## src/rtl/bitty_pkg.sv

```systemverilog
// Shared definitions for the bitty fetch controller: controller states,
// instruction width, the default halt encoding and a saturating counter step.
package bitty_pkg;

  localparam int INSN_W = 16;
  localparam logic [INSN_W-1:0] HALT_INSN_DEF = 16'hFFFF;

  typedef enum logic [2:0] {
    S_IDLE,
    S_FETCH,
    S_MEMWAIT,
    S_ISSUE,
    S_EXEC,
    S_PAUSE,
    S_HALT,
    S_FAULT
  } state_e;

  function automatic logic [15:0] sat_inc16(input logic [15:0] v);
    return (v == 16'hFFFF) ? v : v + 16'd1;
  endfunction

endpackage

```

## src/rtl/bitty_fetch_ctrl_if.sv

```systemverilog
// Instruction-memory read port plus the run/done/instruction link to bitty_core.
// master = fetch controller side, slave = memory/core side.
interface bitty_fetch_ctrl_if #(parameter int ADDR_W = 8);
  import bitty_pkg::*;

  logic              mem_en;
  logic [ADDR_W-1:0] mem_addr;
  logic [INSN_W-1:0] mem_rdata;
  logic [INSN_W-1:0] instruction;
  logic              run;
  logic              done;

  modport master (
    output mem_en, mem_addr, instruction, run,
    input  mem_rdata, done
  );

  modport slave (
    input  mem_en, mem_addr, instruction, run,
    output mem_rdata, done
  );
endinterface

```

## src/rtl/bitty_watchdog.sv

```systemverilog
// Cycle counter that flags expiry once TIMEOUT enabled cycles have elapsed
// since the last clear; it stops counting at the expiry point.
module bitty_watchdog #(
  parameter int TIMEOUT = 64
) (
  input  logic clk,
  input  logic reset,
  input  logic clr,
  input  logic en,
  output logic expired
);
  localparam int CW = $clog2(TIMEOUT + 1);

  logic [CW-1:0] cnt_q, cnt_d;

  // expired is raised during the TIMEOUT-th enabled cycle, so the owner can
  // leave on that edge instead of one cycle late
  assign expired = (cnt_q >= CW'(TIMEOUT - 1));

  always_comb begin
    cnt_d = cnt_q;
    if (clr)                 cnt_d = '0;
    else if (en && !expired) cnt_d = cnt_q + CW'(1);
  end

  always_ff @(posedge clk) begin
    if (reset) cnt_q <= '0;
    else       cnt_q <= cnt_d;
  end
endmodule

```

## src/rtl/bitty_fetch_ctrl.sv

```systemverilog
// Fetch/issue sequencer for bitty_core: reads a word, holds it, pulses run,
// waits for done, advances pc. Supports halt word, single-step and done timeout.
module bitty_fetch_ctrl
  import bitty_pkg::*;
#(
  parameter int                ADDR_W    = 8,
  parameter logic [INSN_W-1:0] HALT_INSN = HALT_INSN_DEF,
  parameter int                TIMEOUT   = 64
) (
  input  logic               clk,
  input  logic               reset,
  input  logic               start,
  input  logic [ADDR_W-1:0]  start_addr,
  input  logic               step_mode,
  input  logic               step,
  bitty_fetch_ctrl_if.master bus,
  output logic               busy,
  output logic               halted,
  output logic               fault,
  output logic [ADDR_W-1:0]  pc,
  output logic [15:0]        insn_count
);
  state_e            state_q, state_d;
  logic [ADDR_W-1:0] pc_q, pc_d;
  logic [INSN_W-1:0] insn_q, insn_d;
  logic [15:0]       cnt_q, cnt_d;
  logic              halted_q, halted_d, fault_q, fault_d;
  logic              mem_en, run, wd_clr, wd_en, wd_expired;

  bitty_watchdog #(.TIMEOUT(TIMEOUT)) u_wd (
    .clk     (clk),
    .reset   (reset),
    .clr     (wd_clr),
    .en      (wd_en),
    .expired (wd_expired)
  );

  always_comb begin
    state_d  = state_q;
    pc_d     = pc_q;
    insn_d   = insn_q;
    cnt_d    = cnt_q;
    halted_d = halted_q;
    fault_d  = fault_q;
    mem_en   = 1'b0;
    run      = 1'b0;
    wd_clr   = 1'b0;
    wd_en    = 1'b0;
    case (state_q)
      S_IDLE, S_HALT, S_FAULT: begin
        if (start) begin
          state_d  = S_FETCH;
          pc_d     = start_addr;
          cnt_d    = '0;
          halted_d = 1'b0;
          fault_d  = 1'b0;
        end
      end
      S_FETCH: begin
        mem_en  = 1'b1;
        state_d = S_MEMWAIT;
      end
      S_MEMWAIT: begin
        insn_d = bus.mem_rdata;
        if (bus.mem_rdata == HALT_INSN) begin
          state_d  = S_HALT;
          halted_d = 1'b1;
        end else begin
          state_d = S_ISSUE;
        end
      end
      S_ISSUE: begin
        run     = 1'b1;
        wd_clr  = 1'b1;
        state_d = S_EXEC;
      end
      S_EXEC: begin
        // done wins over expiry when both land in the same cycle
        if (bus.done) begin
          cnt_d   = sat_inc16(cnt_q);
          pc_d    = pc_q + ADDR_W'(1);
          state_d = step_mode ? S_PAUSE : S_FETCH;
        end else if (wd_expired) begin
          state_d = S_FAULT;
          fault_d = 1'b1;
        end else begin
          wd_en = 1'b1;
        end
      end
      S_PAUSE: begin
        if (step || !step_mode) state_d = S_FETCH;
      end
      default: state_d = S_IDLE;
    endcase
  end

  always_ff @(posedge clk) begin
    if (reset) begin
      state_q  <= S_IDLE;
      pc_q     <= '0;
      insn_q   <= '0;
      cnt_q    <= '0;
      halted_q <= 1'b0;
      fault_q  <= 1'b0;
    end else begin
      state_q  <= state_d;
      pc_q     <= pc_d;
      insn_q   <= insn_d;
      cnt_q    <= cnt_d;
      halted_q <= halted_d;
      fault_q  <= fault_d;
    end
  end

  assign bus.mem_en      = mem_en;
  assign bus.mem_addr    = pc_q;
  assign bus.instruction = insn_q;
  assign bus.run         = run;

  assign busy       = (state_q == S_FETCH) || (state_q == S_MEMWAIT) || (state_q == S_ISSUE) ||
                      (state_q == S_EXEC)  || (state_q == S_PAUSE);
  assign halted     = halted_q;
  assign fault      = fault_q;
  assign pc         = pc_q;
  assign insn_count = cnt_q;
endmodule
```

## src/flat_wrapper.sv

```systemverilog
// flat-port wrapper written by rule: the top's interface ports become plain ports
module bitty_fetch_ctrl_flat import bitty_pkg::*;
#(
  parameter int                ADDR_W    = 8,
  parameter logic [INSN_W-1:0] HALT_INSN = HALT_INSN_DEF,
  parameter int                TIMEOUT   = 64
)
  (clk, reset, start, start_addr, step_mode, step, busy, halted, fault, pc, insn_count, bus_mem_en, bus_mem_addr, bus_instruction, bus_run, bus_mem_rdata, bus_done);
  bitty_fetch_ctrl_if #(.ADDR_W(ADDR_W)) bus_i ();
  input  logic clk;
  input  logic reset;
  input  logic start;
  input  logic [ADDR_W-1:0] start_addr;
  input  logic step_mode;
  input  logic step;
  output logic busy;
  output logic halted;
  output logic fault;
  output logic [ADDR_W-1:0] pc;
  output logic [15:0] insn_count;
  output wire logic [$bits(bus_i.mem_en)-1:0] bus_mem_en;
  output wire logic [$bits(bus_i.mem_addr)-1:0] bus_mem_addr;
  output wire logic [$bits(bus_i.instruction)-1:0] bus_instruction;
  output wire logic [$bits(bus_i.run)-1:0] bus_run;
  input wire logic [$bits(bus_i.mem_rdata)-1:0] bus_mem_rdata;
  input wire logic [$bits(bus_i.done)-1:0] bus_done;
  assign bus_mem_en = bus_i.mem_en;
  assign bus_mem_addr = bus_i.mem_addr;
  assign bus_instruction = bus_i.instruction;
  assign bus_run = bus_i.run;
  assign bus_i.mem_rdata = bus_mem_rdata;
  assign bus_i.done = bus_done;
  bitty_fetch_ctrl #(.ADDR_W(ADDR_W), .HALT_INSN(HALT_INSN), .TIMEOUT(TIMEOUT)) u_core (.clk(clk), .reset(reset), .start(start), .start_addr(start_addr), .step_mode(step_mode), .step(step), .bus(bus_i), .busy(busy), .halted(halted), .fault(fault), .pc(pc), .insn_count(insn_count));
endmodule
```

## config.mk

```make
export PLATFORM = sky130hd
export DESIGN_NAME = bitty_fetch_ctrl_flat
export DESIGN_NICKNAME = d
export VERILOG_FILES = /design/src/rtl/bitty_pkg.sv /design/src/rtl/bitty_fetch_ctrl_if.sv /design/src/rtl/bitty_watchdog.sv /design/src/rtl/bitty_fetch_ctrl.sv /design/src/flat_wrapper.sv
export SDC_FILE = /design/constraint.sdc
export NUM_CORES = 1
export LEC_CHECK = 0
export CELL_PAD_IN_SITES_DETAIL_PLACEMENT = 1
export CELL_PAD_IN_SITES_GLOBAL_PLACEMENT = 1
export CORE_ASPECT_RATIO = 1.75
export CORE_MARGIN = 2
export CORE_UTILIZATION = 33
export CTS_CLUSTER_SIZE = 12
export DETAILED_ROUTE_END_ITERATION = 7
export PLACE_DENSITY_LB_ADDON = 0.08
export SETUP_SLACK_MARGIN = 0.4
export SKIP_LAST_GASP = 1
export SYNTH_ARGS = -nofsm -noshare
export SYNTH_HDL_FRONTEND = slang
export SYNTH_SLANG_ARGS = --single-unit
export TNS_END_PERCENT = 30
```

## constraint.sdc

```tcl
create_clock -name clk -period 2.5 [get_ports clk]
set_clock_uncertainty 0.05 [all_clocks]
set_input_delay 0.5 -clock clk [delete_from_list [all_inputs] [get_ports clk]]
set_output_delay 0.5 -clock clk [all_outputs]
set_load 0.05 [all_outputs]
```

==> results.toml <==
[critical_path]
cp_max_fo = 7
setup.worst_path.end_class = "output pin"
path_buf_inv = 1
crit_chain = "clkdlybuf4s50_1"
arrival_ps = 1570
criticalPathCategory = "reg2out"
crit_path_top_delay_cell = "clkdlybuf4s50_1"
start_kind = "flop"
cpPeakStageDelay_ps = 840
cp.required_ps = 1950
critPathTopFamily = "buffers and inverters"

[floorplanning]
placementRows = 42
core_mm2 = 0.007567
start_util = 0.3380
dieArea_mm2 = 0.008498
dieHeight_um = 120.5
ios = 83
fp.dieW_um = 70.55

[place]
io_buffers = 82
pre_cts_ws_ps = -133.9
hpwlAfterDp_mm = 6.128
post-place-cells = 485
place_congestion = 0.8089

[grt]
grt-ovfl-total = 0
gr-usage-all-layers = 0.1951
grt_max_degree = 22
grt_pass1_wl_mm = 13.28
grt_pass1_vias = 2803
grt_antenna_before_repair = 0

[layout]
finalNonFillerCells = 496
drive_gt1_frac = 0.1054
syn2layout_area_growth_pct = 44.77
n_fill_cell = 936
final_core_util = 0.4893
n_antenna_cell = 0
nNetsFinal = 440

[logic_synthesis]
synth_top_family_by_area = "simple AND/OR/NAND/NOR gates"
synth_fa_ha_area_frac = 0.01468
ys_warn_count = 0
synth.avg_cell_area_um2 = 7.845
synthMostInstantiatedCell = "nand2_1"
synth_edf_count = 0
synthTopCellsByCount = "53 x nand2_1, 52 x dfxtp_1, 38 x a21oi_1, 33 x nor2_1, 16 x clkbuf_1"
ys_ff_latch = 52
yosys.area_share.simple = 0.3195
synthesis.area_mm2 = 0.002557
synth_top_area_frac = 0.4070
synthesis.nets = 359
yosysTopAreaCell = "dfxtp_1"
synthXorXnorAreaFrac = 0.03767
synth_cell_types = 47
postSynthCellCount = 326
async_reset_ff_frac = 0
ys_seq_area_frac = 0.4070
synthFlopType = "dfxtp_1"
synth_mux_area_frac = 0.01223
synth.area.top_cells = "dfxtp_1 41%, nand2_1 7.8%, a21oi_1 7.4%, nor2_1 4.8%, nand4_1 2.9%"
synth_compound_area_frac = 0.1458

[clocking]
cts_buffers = 5
insertion_delay_ps = 290
cts_tree = "done"
cts-root-buf = "clkbuf_16"
path_clk_slew_ps = 70
ctsHoldBuffers = 0
cts.sinks = 52
clock_path_buffers = 2
htreeDepth = 2

[run]
drv_cap = 0

[pwr]
power_density_mw_per_mm2 = 1017
peakVddDrop_mv = 0.4577
p_leak_nw = 1.419

[hold_path]
hold_class = "reg2reg"

[route]
drc = 0
dr.max_layer_used = "met4"
dr.first_iter.drc_count = 57
vias = 2623
antenna_left = 0
wl_met1_mm = 2.942
wl_per_cell_um = 16.34
wl_met3_um = 363
dr_wl_met2_mm = 4.551
detail_route.first_pass.iterations = 4
drt-total-wl_mm = 8.103
viasPerCell = 5.288

[sta]
fmax_ghz = 0.4709
fin_crit_ps = 2124
period_share = 0.8495
tightest_slew_ps = 582.2
setup_violations = 0
fin_setup_tns_ps = 0
rsz0062_at_grt = "yes"
final_hold_viol_count = 0
final-max-slew-violation-count = 0
slew_headroom = 0.6109
finalWorstSetupSlack_ps = 376.3

[status]
status = "finished clean"
[final timing paths]
check                                     startpoint              endpoint  slack (ps)  depth (start not counted)
worst max-delay path            u_core.insn_count[6]         insn_count[6]         380                          1
worst min register to register  u_core.u_wd.cnt_q[6]  u_core.u_wd.cnt_q[6]         380                          2
worst max register to register     u_core.state_q[2]  u_core.insn_count[3]         510                          7
worst min-delay path            u_core.u_wd.cnt_q[6]  u_core.u_wd.cnt_q[6]         380                          2
[cell usage in the layout (no fill, tap or decap), types with 5 or more instances in the layout]
cell type	n
dlymetal6s2s_1	7
nand2_1	53
nand3_1	12
clkdlybuf4s50_1	69
nor2_1	33
nand4_1	12
dfxtp_1	49
xnor2_1	8
clkbuf_16	5
nor3_1	8
or3_1	6
and2_1	5
buf_4	23
a21oi_1	38
nor4_1	7
o21ai_0	5
[cell type report]
type	count	area, um^2	area share
clock inverter	2	35.03	0.009463
clock buffer	6	128.9	0.03481
timing repair buffer	102	977.2	0.2639
sequential	52	1045	0.2822
tap	88	110.1	0.02974
multi-input combinational	242	1391	0.3758
inverter	4	15.01	0.004055
[metrics by stage]
step | hold WS, ps | power (mW) | instance area (um^2)
3_3_place_gp | 368.8 | 2.924 | 3467
3_5_place_dp | 376.5 | 2.958 | 3467
5_1_grt | 414.5 | 3.980 | 3702
6_report | 383.1 | 3.766 | 3702
2_1_floorplan | 358.7 | 2.366 | 2562
4_1_cts | 386.8 | 3.802 | 3675
[metal layers]
metal / vias to the layer above / GRT usage
li1: 1296 / -
met1: 1246 / 0.1921
met2: 64 / 0.3715
met3: 17 / 0.04417
met4: 0 / 0.09788
met5: - / 0
[registers in the layout, summed over array words and instances, names as in the netlist]
register	flops
u_core.fault	1
u_core.halted	1
u_core.state_q	3
u_core.insn_count	16
u_core.bus.instruction	16
u_core.u_wd.cnt_q	7
u_core.bus.mem_addr	8
[power by group]
group | internal (mW) | leakage, nW | total, mW | switching, mW
clock | 0.471 | 0.0808 | 0.775 | 0.303
combinational | 0.676 | 0.915 | 1.85 | 1.17
sequential | 0.955 | 0.423 | 1.14 | 0.186
total | 2.10 | 1.42 | 3.77 | 1.66
[timing repair]
item	4_1_cts	5_1_grt
setup endpoints to repair	32	40
buffers inserted	3	0
resized for setup	9	10
pin swaps	3	0
[cell families (layout without fill, tap and decap cells)]
logic type,Yosys count,after routing
buffers and inverters,32,114
muxes,3,3
xor gates and xnor gates,11,11
adders and majority gates,3,3
AOI/OAI and AO/OA,63,63
and+or+nand+nor,162,162
DFF,52,52
No activity file was read; power rests on OpenSTA's default activity.
